**config.mk**
```make
export PLATFORM = sky130hd
export DESIGN_NAME = hist_frame_ctrl_flat
export DESIGN_NICKNAME = d
export VERILOG_FILES = /design/src/rtl/hist_frame_ctrl_if.sv /design/src/rtl/hist_frame_ctrl.sv /design/src/flat_wrapper.sv
export SDC_FILE = /design/constraint.sdc
export NUM_CORES = 1
export LEC_CHECK = 0
export CAP_MARGIN = 20
export CELL_PAD_IN_SITES_DETAIL_PLACEMENT = 0
export CELL_PAD_IN_SITES_GLOBAL_PLACEMENT = 2
export CORE_ASPECT_RATIO = 1.4
export CORE_MARGIN = 1
export CORE_UTILIZATION = 36
export CTS_CLUSTER_DIAMETER = 100
export DETAILED_ROUTE_END_ITERATION = 10
export GPL_ROUTABILITY_DRIVEN = 0
export PLACE_DENSITY = 0.83
export SLEW_MARGIN = 20
export SYNTH_ARGS = -nofsm -noshare
export SYNTH_HDL_FRONTEND = slang
export SYNTH_SLANG_ARGS = --single-unit
```
**constraint.sdc**
```tcl
create_clock -name clk -period 4.8 [get_ports clk]
set_input_delay 0.48 -clock clk [delete_from_list [all_inputs] [get_ports clk]]
set_output_delay 0.48 -clock clk [all_outputs]
set_load 0.02 [all_outputs]
```
**src/rtl/hist_frame_ctrl_if.sv**
```systemverilog
// Valid/ready stream handshake used for the XDS input, the datapath feed and
// the threshold output of the histogram frame sequencer.
interface hist_frame_ctrl_if;
  logic valid;
  logic ready;

  modport master (output valid, input ready);
  modport slave  (input valid, output ready);
endinterface

```
**src/rtl/hist_frame_ctrl.sv**
```systemverilog
// Frame sequencer for the depth-histogram threshold datapath: clears the
// histogram, gates width*height pixels through with coordinates, drains,
// triggers thresholding and holds the output handshake.
module hist_frame_ctrl #(
  parameter int unsigned P_WIDTH_BIT    = 10,
  parameter int unsigned P_HEIGHT_BIT   = 10,
  parameter int unsigned P_CLR_CYCLES   = 256,
  parameter int unsigned P_FLUSH_CYCLES = 4
) (
  input  logic                    clk,
  input  logic                    rstn,
  input  logic [P_WIDTH_BIT-1:0]  width,
  input  logic [P_HEIGHT_BIT-1:0] height,
  input  logic                    start,
  output logic                    busy,
  output logic                    frame_start,
  output logic                    frame_finish,
  hist_frame_ctrl_if.slave        src,
  hist_frame_ctrl_if.master       dp,
  output logic [P_WIDTH_BIT-1:0]  pix_x,
  output logic [P_HEIGHT_BIT-1:0] pix_y,
  output logic                    pix_last,
  output logic                    hist_clr,
  output logic                    th_start,
  input  logic                    th_done,
  hist_frame_ctrl_if.master       xds_out
);

  localparam int unsigned CLR_W   = $clog2(P_CLR_CYCLES + 1);
  localparam int unsigned FLUSH_W = $clog2(P_FLUSH_CYCLES + 1);
  localparam logic [CLR_W-1:0]   CLR_LAST   = CLR_W'(P_CLR_CYCLES - 1);
  localparam logic [FLUSH_W-1:0] FLUSH_LAST = FLUSH_W'(P_FLUSH_CYCLES - 1);

  typedef enum logic [2:0] {
    S_IDLE,
    S_CLEAR,
    S_ACCUM,
    S_FLUSH,
    S_THRESH,
    S_OUTPUT
  } state_t;

  state_t state_q, state_d;

  logic [P_WIDTH_BIT-1:0]  w_q;
  logic [P_HEIGHT_BIT-1:0] h_q;
  logic [P_WIDTH_BIT-1:0]  x_q;
  logic [P_HEIGHT_BIT-1:0] y_q;
  logic [CLR_W-1:0]        clr_cnt_q;
  logic [FLUSH_W-1:0]      flush_cnt_q;
  logic                    th_first_q;
  logic                    out_valid_q;
  logic                    finish_q;

  logic in_accum;
  logic pix_hs;
  logic x_end;
  logic y_end;
  logic last_pix;
  logic zero_dim;
  logic clr_done;
  logic flush_done;
  logic out_hs;

  always_comb begin
    in_accum   = (state_q == S_ACCUM);
    pix_hs     = in_accum & src.valid & dp.ready;
    x_end      = (x_q == (w_q - P_WIDTH_BIT'(1)));
    y_end      = (y_q == (h_q - P_HEIGHT_BIT'(1)));
    last_pix   = in_accum & x_end & y_end;
    zero_dim   = (w_q == '0) | (h_q == '0);
    clr_done   = (clr_cnt_q == CLR_LAST);
    flush_done = (flush_cnt_q == FLUSH_LAST);
    out_hs     = (state_q == S_OUTPUT) & out_valid_q & xds_out.ready;
  end

  always_comb begin
    state_d = state_q;
    unique case (state_q)
      S_IDLE:   if (start) state_d = S_CLEAR;
      // An empty frame skips pixel acceptance but still drains and thresholds
      S_CLEAR:  if (clr_done) state_d = zero_dim ? S_FLUSH : S_ACCUM;
      S_ACCUM:  if (pix_hs && last_pix) state_d = S_FLUSH;
      S_FLUSH:  if (flush_done) state_d = S_THRESH;
      S_THRESH: if (th_done) state_d = S_OUTPUT;
      S_OUTPUT: if (out_hs) state_d = S_IDLE;
      default:  state_d = S_IDLE;
    endcase
  end

  always_comb begin
    busy          = (state_q != S_IDLE);
    hist_clr      = (state_q == S_CLEAR);
    frame_start   = (state_q == S_CLEAR) && (clr_cnt_q == '0);
    frame_finish  = finish_q;
    th_start      = (state_q == S_THRESH) && th_first_q;
    dp.valid      = in_accum & src.valid;
    src.ready     = in_accum & dp.ready;
    xds_out.valid = out_valid_q;
    pix_x         = x_q;
    pix_y         = y_q;
    pix_last      = last_pix;
  end

  always_ff @(posedge clk or negedge rstn) begin
    if (!rstn) begin
      state_q <= S_IDLE;
    end else begin
      state_q <= state_d;
    end
  end

  always_ff @(posedge clk or negedge rstn) begin
    if (!rstn) begin
      w_q <= '0;
      h_q <= '0;
      x_q <= '0;
      y_q <= '0;
    end else if (state_q == S_IDLE) begin
      if (start) begin
        w_q <= width;
        h_q <= height;
        x_q <= '0;
        y_q <= '0;
      end
    end else if (pix_hs) begin
      if (last_pix) begin
        x_q <= '0;
        y_q <= '0;
      end else if (x_end) begin
        x_q <= '0;
        y_q <= y_q + P_HEIGHT_BIT'(1);
      end else begin
        x_q <= x_q + P_WIDTH_BIT'(1);
      end
    end
  end

  // Counters run only inside their own state and sit at zero otherwise,
  // so every entry into CLEAR/FLUSH starts a fresh count.
  always_ff @(posedge clk or negedge rstn) begin
    if (!rstn) begin
      clr_cnt_q   <= '0;
      flush_cnt_q <= '0;
    end else begin
      if (state_q == S_CLEAR && !clr_done) begin
        clr_cnt_q <= clr_cnt_q + CLR_W'(1);
      end else begin
        clr_cnt_q <= '0;
      end
      if (state_q == S_FLUSH && !flush_done) begin
        flush_cnt_q <= flush_cnt_q + FLUSH_W'(1);
      end else begin
        flush_cnt_q <= '0;
      end
    end
  end

  always_ff @(posedge clk or negedge rstn) begin
    if (!rstn) begin
      th_first_q  <= 1'b0;
      out_valid_q <= 1'b0;
      finish_q    <= 1'b0;
    end else begin
      th_first_q  <= (state_d == S_THRESH) && (state_q != S_THRESH);
      out_valid_q <= (state_d == S_OUTPUT);
      finish_q    <= out_hs;
    end
  end

endmodule

```
**src/flat_wrapper.sv**
```systemverilog
// flat-port wrapper written by rule: the top's interface ports become plain ports
module hist_frame_ctrl_flat 
#(
  parameter int unsigned P_WIDTH_BIT    = 10,
  parameter int unsigned P_HEIGHT_BIT   = 10,
  parameter int unsigned P_CLR_CYCLES   = 256,
  parameter int unsigned P_FLUSH_CYCLES = 4
)
  (clk, rstn, width, height, start, busy, frame_start, frame_finish, pix_x, pix_y, pix_last, hist_clr, th_start, th_done, src_valid, src_ready, dp_valid, dp_ready, xds_out_valid, xds_out_ready);
  hist_frame_ctrl_if src_i ();
  hist_frame_ctrl_if dp_i ();
  hist_frame_ctrl_if xds_out_i ();
  input  logic clk;
  input  logic rstn;
  input  logic [P_WIDTH_BIT-1:0] width;
  input  logic [P_HEIGHT_BIT-1:0] height;
  input  logic start;
  output logic busy;
  output logic frame_start;
  output logic frame_finish;
  output logic [P_WIDTH_BIT-1:0] pix_x;
  output logic [P_HEIGHT_BIT-1:0] pix_y;
  output logic pix_last;
  output logic hist_clr;
  output logic th_start;
  input  logic th_done;
  input wire logic [$bits(src_i.valid)-1:0] src_valid;
  output wire logic [$bits(src_i.ready)-1:0] src_ready;
  output wire logic [$bits(dp_i.valid)-1:0] dp_valid;
  input wire logic [$bits(dp_i.ready)-1:0] dp_ready;
  output wire logic [$bits(xds_out_i.valid)-1:0] xds_out_valid;
  input wire logic [$bits(xds_out_i.ready)-1:0] xds_out_ready;
  assign src_i.valid = src_valid;
  assign src_ready = src_i.ready;
  assign dp_valid = dp_i.valid;
  assign dp_i.ready = dp_ready;
  assign xds_out_valid = xds_out_i.valid;
  assign xds_out_i.ready = xds_out_ready;
  hist_frame_ctrl #(.P_WIDTH_BIT(P_WIDTH_BIT), .P_HEIGHT_BIT(P_HEIGHT_BIT), .P_CLR_CYCLES(P_CLR_CYCLES), .P_FLUSH_CYCLES(P_FLUSH_CYCLES)) u_core (.clk(clk), .rstn(rstn), .width(width), .height(height), .start(start), .busy(busy), .frame_start(frame_start), .frame_finish(frame_finish), .src(src_i), .dp(dp_i), .pix_x(pix_x), .pix_y(pix_y), .pix_last(pix_last), .hist_clr(hist_clr), .th_start(th_start), .th_done(th_done), .xds_out(xds_out_i));
endmodule
```
# Word-level counts from Yosys, hierarchy flattened
# Index checks and enable logic that the tools add are counted.
[totals]
regBits = 58
output_inout_bits = 29
word_cells = 74
inputBits = 27
[classes]
eq_ne = 13
add_sub_neg = 6
bitwise = 8
reduce_logical = 18
n_mux = 19
[ops]
columns = ["operator", "n"]
rows = [
  ["$mux W10", 9],
  ["$mux W3", 7],
  ["$add A10 B1 Y10 const B", 2],
  ["$eq A10 B10 Y1", 2],
  ["$logic_not A10 Y1", 2],
  ["$sub A10 B1 Y10 const B", 2],
  ["$pmux W3 S6", 1],
  ["$eq A3 B3 Y1 const B", 4],
  ["$add A9 B1 Y9 const B", 1],
  ["$eq A3 B2 Y1 const B", 3],
  ["$eq A9 B8 Y1 const B", 1],
  ["$logic_not A9 Y1", 1],
  ["$mux W9", 1],
  ["$and A1 B1 Y1", 7],
  ["$logic_and A1 B1 Y1", 6],
  ["$reduce_bool A3 Y1", 2],
  ["$reduce_and A2 Y1", 2],
  ["$add A3 B1 Y3 const B", 1],
  ["$eq A3 B1 Y1 const B", 1],
  ["$logic_not A3 Y1", 1],
  ["$ne A3 B3 Y1 const B", 1],
  ["$reduce_and A3 Y1", 1],
  ["$logic_not A1 Y1", 2],
  ["$ne A2 B2 Y1 const B", 1],
  ["3 further kinds", 3],
]

# Depth between registers and ports, before layout
[depth]
word_depth = 9
mapped_depth = 10
ltp_nobuf = 9

# Least setup slack after synthesis
# OpenSTA, ideal clock, no wires.
[synth_path]
kind = "reg-to-reg"
from = "register u_core.w_q[3]"
to = "register u_core.y_q[5], in the netlist u_core.pix_y[5]"
path_stages_with_launch = 10
period_less_slack_ns = 3.001
arrival_ns = 2.864
n_path_buf = 2
path_slack_ns = 1.799
required_time_ns = 4.663
setup_ns = 0.137
cell_sequence = "dfrtp_1 clkbuf_1 or4_1 nor4_1 xnor2_1 or4bb_1 or4_1 buf_6 a32oi_1 o41ai_1"
[synth_between]
elab_chain_cells = 7
word_cells_on_any_way = 9
cone_classes = "add/sub: 1; eq/ne: 1; mux: 3; bitwise: 2; reduce/logical: 2"
[synth_rtl]
columns = ["item", "line_no", "text"]
rows = [
  ["start, declared", "hist_frame_ctrl.sv:45", "logic [P_WIDTH_BIT-1:0] w_q;"],
  ["start signal, assigned", "hist_frame_ctrl.sv:121", "w_q <= width;"],
  ["$sub A10 B1 Y10 *", "hist_frame_ctrl.sv:68", "x_end = (x_q == (w_q - P_WIDTH_BIT'(1)));"],
  ["$eq A10 B10 Y1 *", "hist_frame_ctrl.sv:68", ""],
  ["$and A1 B1 Y1 (2 in a row)", "hist_frame_ctrl.sv:70", "last_pix = in_accum & x_end & y_end;"],
  ["$mux W10", "hist_frame_ctrl.sv:127", "if (last_pix) begin"],
  ["$mux W10", "hist_frame_ctrl.sv:126", "end else if (pix_hs) begin"],
  ["$mux W10", "hist_frame_ctrl.sv:119", "end else if (state_q == S_IDLE) begin"],
  ["end signal, assigned", "hist_frame_ctrl.sv:132", "y_q <= y_q + P_HEIGHT_BIT'(1);"],
  ["end, declared", "hist_frame_ctrl.sv:48", "logic [P_HEIGHT_BIT-1:0] y_q;"],
]
# Every way passes the cells marked *; elsewhere a longest branch is shown, timed or not. The select of a mux whose other input is x is not followed.
# A chain may end at the register's enable or synchronous reset.

# Final worst setup path
[layout_path]
from = "register u_core.h_q[2]"
to = "output port pix_last"
[layout_between]
elab_chain_cells = 3
[layout_rtl]
columns = ["item", "line_no", "text"]
rows = [
  ["start, declared", "hist_frame_ctrl.sv:46", "logic [P_HEIGHT_BIT-1:0] h_q;"],
  ["start signal, assigned", "hist_frame_ctrl.sv:122", "h_q <= height;"],
  ["$sub A10 B1 Y10", "hist_frame_ctrl.sv:69", "y_end = (y_q == (h_q - P_HEIGHT_BIT'(1)));"],
  ["$eq A10 B10 Y1", "hist_frame_ctrl.sv:69", ""],
  ["$and A1 B1 Y1", "hist_frame_ctrl.sv:70", ""],
  ["end, declared", "flat_wrapper.sv:23", "output logic pix_last;"],
]
# No other way between the ends.

==> Implementation_results.wiki <==
{| class="wikitable"
! Metric !! Value
|-
| Run status || finished, violations left
|-
| Violations in the final reports || DRC
|-
| Endpoint type of the worst setup path || primary output
|-
| Most frequent standard cell in the layout excluding fill and tap cells || sky130_fd_sc_hd__dfrtp_1
|-
| Worst setup margin || 1.08 ns
|-
| Ratio of cells with drive above 1 in the final layout || 0.0969
|-
| Sink count of the clock tree || 58
|-
| Post-CTS repair timing setup buffer count || 0
|-
| Flop2flop setup slack || 1.56 ns
|-
| Worst skew pair latency || 0.33 ns
|-
| Highest net fanout along the worst path || 9
|-
| Initial DRC count || 99
|-
| Maximum level of the CTS H-tree || 3
|-
| Signed area change from the synthesized netlist to the final layout || 26.2%
|-
| Summed instance area of the synthesized netlist || 3410 sq um
|-
| Place WS || 1.42 ns
|-
| Worst slew pin tran || 0.765 ns
|-
| TritonCTS Buffers || 9
|-
| Count of flip-flops with a built-in enable after synthesis || 0
|-
| Pin count of the biggest net entering global routing || 59
|-
| CTS root buf || sky130_fd_sc_hd__clkbuf_16
|-
| Overall Power || 2.61 mW
|-
| Syn_area_per_cell || 9.36 sq um
|-
| Most frequent cells in the layout || sky130_fd_sc_hd__dfrtp_1, sky130_fd_sc_hd__clkdlybuf4s50_1, sky130_fd_sc_hd__nor2_1
|-
| Clock transition at path regs || 0.05 ns
|-
| GR Overflow Total || 0
|-
| Antenna diode count || 0
|-
| Final critical-path share of the clock period || 0.776
|-
| Count of input and output buffers || 55
|-
| Routed length per placed instance || between 15 and 20 um
|-
| Initial antenna violation count || 0
|-
| Wire length of the first global-routing pass || 14200 um
|-
| Delay of the slowest cell on the worst path || 0.65 ns
|-
| Vertical die dimension || 117 um
|-
| Number of library cell types mapped by synthesis || 52
|-
| IO Count || 56
|-
| Period minus WS final || 3.72 ns
|-
| Setup total negative slack || 0 ns
|-
| Total global routing track utilization || 0.188
|-
| Final #Nets || 455
|-
| Design area || 4300 sq um
|-
| Number of pins with negative max-slew slack in the final report || 0
|-
| Unrepaired setup endpoints after global routing || false
|-
| Resized cells post-CTS || 0
|-
| Remaining DRCs || 11
|-
| Antenna viol nets, final || 0
|-
| Slowest cell on crit path || sky130_fd_sc_hd__clkdlybuf4s50_1
|-
| Count of final hold-check violations || 0
|-
| Max cap viols || 0
|-
| Number of synthesis warnings || 0
|-
| Maximum number of buffers from clock root to sink || 2
|-
| Initial standard-cell utilization of the core || 0.375
|-
| Post-Syn Instances || 364
|-
| Setup-violating endpoint count in the final report || 0
|-
| Worst Hold Class || input port to asynchronous set/reset pin
|-
| Post-detailed-placement half-perimeter wirelength || 6080 um
|-
| Detailed-route vias per instance || 5.37
|-
| Origin of the critical flop-to-flop path || u_core.w_q[3]
|-
| X dimension of the die || 84.2 um
|-
| Worst setup path class || register to primary output
|-
| Placed cell area || about 4000 sq um
|-
| Via count || between 2000 and 3000
|-
| Number of iterations in the first detailed-routing pass || 7
|-
| Flip-flop cell with the highest count after synthesis || sky130_fd_sc_hd__dfrtp_1
|-
| Syn Nets || 400
|-
| Worst supply voltage drop on vdd || 0.199 mV
|-
| Sequential-to-total area share from yosys stat || 0.426
|-
| Die Outline Area || 9870 sq um
|-
| Yosys reg bits || 58
|-
| Row count || 41
|-
| Worst endpoint data arrival time || 3.24 ns
|-
| Number of global-route vias before repair || around 2800
|-
| Cells along the critical path || or4_4, or4_1, xnor2_1, and3_1, nand3_1, nor3_1, clkdlybuf4s50_1
|-
| Clock skew || about 0.0073 ns
|-
| Cell depth of the worst flop-to-flop path || 7
|-
| Post-synthesis async set-or-reset flop share || 1.00
|-
| Clock tree from TritonCTS || yes
|-
| Number of hold buffers added after cts || 0
|-
| Type of element launching the critical path || register
|-
| Total routed wirelength || 8340 um
|-
| Power density relative to cell area || roughly 600 nW/um^2
|-
| Remaining max-slew budget at the tightest pin || 0.484
|-
| Number of buffers and inverters on the critical path || 1
|-
| Crit path max-delay family || simple AND/OR/NAND/NOR gates
|-
| Data required time of the critical path || 4.32 ns
|-
| Maximum clock frequency || 0.269 GHz
|-
| Critical register-to-register path endpoint || u_core.pix_y[3]
|-
| Worst hold slack after final layout || 0.290 ns
|-
| Floorplan Core Area || ~9100 sq um
|-
| Static Leak || 1.74 nW
|}
## stage by stage
stage / std cells / utilization
5_1_grt: 530 / 0.474
6_report: 530 / 0.474
3_5_place_dp: 515 / 0.445
2_1_floorplan: 364 / -
4_1_cts: 530 / 0.473
3_3_place_gp: 515 / 0.445
## kinds of logic (layout without fill, tap and decap cells)
| family | count (synthesis) | after routing | synth area share |
|---|---|---|---|
| AOI/OAI and AO/OA | 59 | 59 | 0.111 |
| adders and majority gates | 9 | 9 | 0.0330 |
| buffers and inverters | 35 | 94 | 0.0433 |
| DFF | 58 | 58 | 0.426 |
| muxes | 15 | 15 | 0.0496 |
| xor gates and xnor gates | 36 | 36 | 0.0925 |
| and+or+nand+nor | 152 | 152 | 0.245 |
## state kept, by name, summed over array words and instances (netlist names)
signal                cells
u_core.clr_cnt_q          9
u_core.flush_cnt_q        3
u_core.frame_finish       1
u_core.h_q               10
u_core.pix_x             10
u_core.pix_y             10
u_core.state_q            3
u_core.th_first_q         1
u_core.w_q               10
u_core.xds_out.valid      1
## how the worst max path moves through the flow
stage	cells past startpoint	end	startpoint
6_report	7	pix_last	u_core.h_q[2]
5_1_grt	9	pix_last	u_core.w_q[0]
4_1_cts	7	pix_last	u_core.h_q[2]
3_5_place_dp	7	pix_last	u_core.h_q[2]
3_3_place_gp	7	pix_last	u_core.h_q[2]
2_1_floorplan	9	u_core.pix_y[5]	u_core.w_q[3]
## area by class of cell
| type | count | area [sq um] |
|---|---|---|
| sequential | 58 | 1450 |
| tap | 107 | 134 |
| clock inverter | 4 | 20.0 |
| clock buffer | 11 | 233 |
| timing repair buffer | 58 | 568 |
| inverter | 21 | 78.8 |
| multi-input combinational | 271 | 1820 |
| fill | 880 | 4780 |
## Yosys cell counts, drive strengths merged, types with 2 or more instances
cell	count	area, sq um
a2111oi	2	17.5
xnor2	25	219
nand4	6	37.5
nand2	26	97.6
or3	6	37.5
a32oi	2	17.5
o41ai	2	17.5
mux2	15	169
and4	3	26.3
inv	21	78.8
nand3b	2	15.0
nand3	16	85.1
or2	3	18.8
o22ai	3	18.8
a21oi	11	58.8
nor4b	3	26.3
o31ai	5	37.5
a31oi	7	43.8
ha	9	113
o21ai	17	85.1
nand2b	4	25.0
clkbuf	10	37.5
nor2b	7	43.8
nor4	4	25.0
or4	9	71.3
nor4bb	2	20.0
nor2	33	124
a21o	2	15.0
nor3b	4	30.0
xor2	11	96.3
and3	7	43.8
a211oi	2	15.0
dfrtp	58	1450
nor3	12	60.1
buf	4	31.3
## report_power, final
| group | switching, mW | leakage, nW | internal, mW | total [mW] |
|---|---|---|---|---|
| sequential | 0.259 | 0.737 | 0.648 | 0.908 |
| combinational | 0.599 | 0.875 | 0.551 | 1.15 |
| clock | 0.213 | 0.129 | 0.341 | 0.554 |
## metal layers
metal	track usage	share of wire	vias up
met5	0	0	-
met4	0.0966	0.025	0
met3	0.0372	0.034	14
met2	0.328	0.51	49
met1	0.223	0.43	1371
li1	-	-	1412
(Power assumes the default switching activity.)
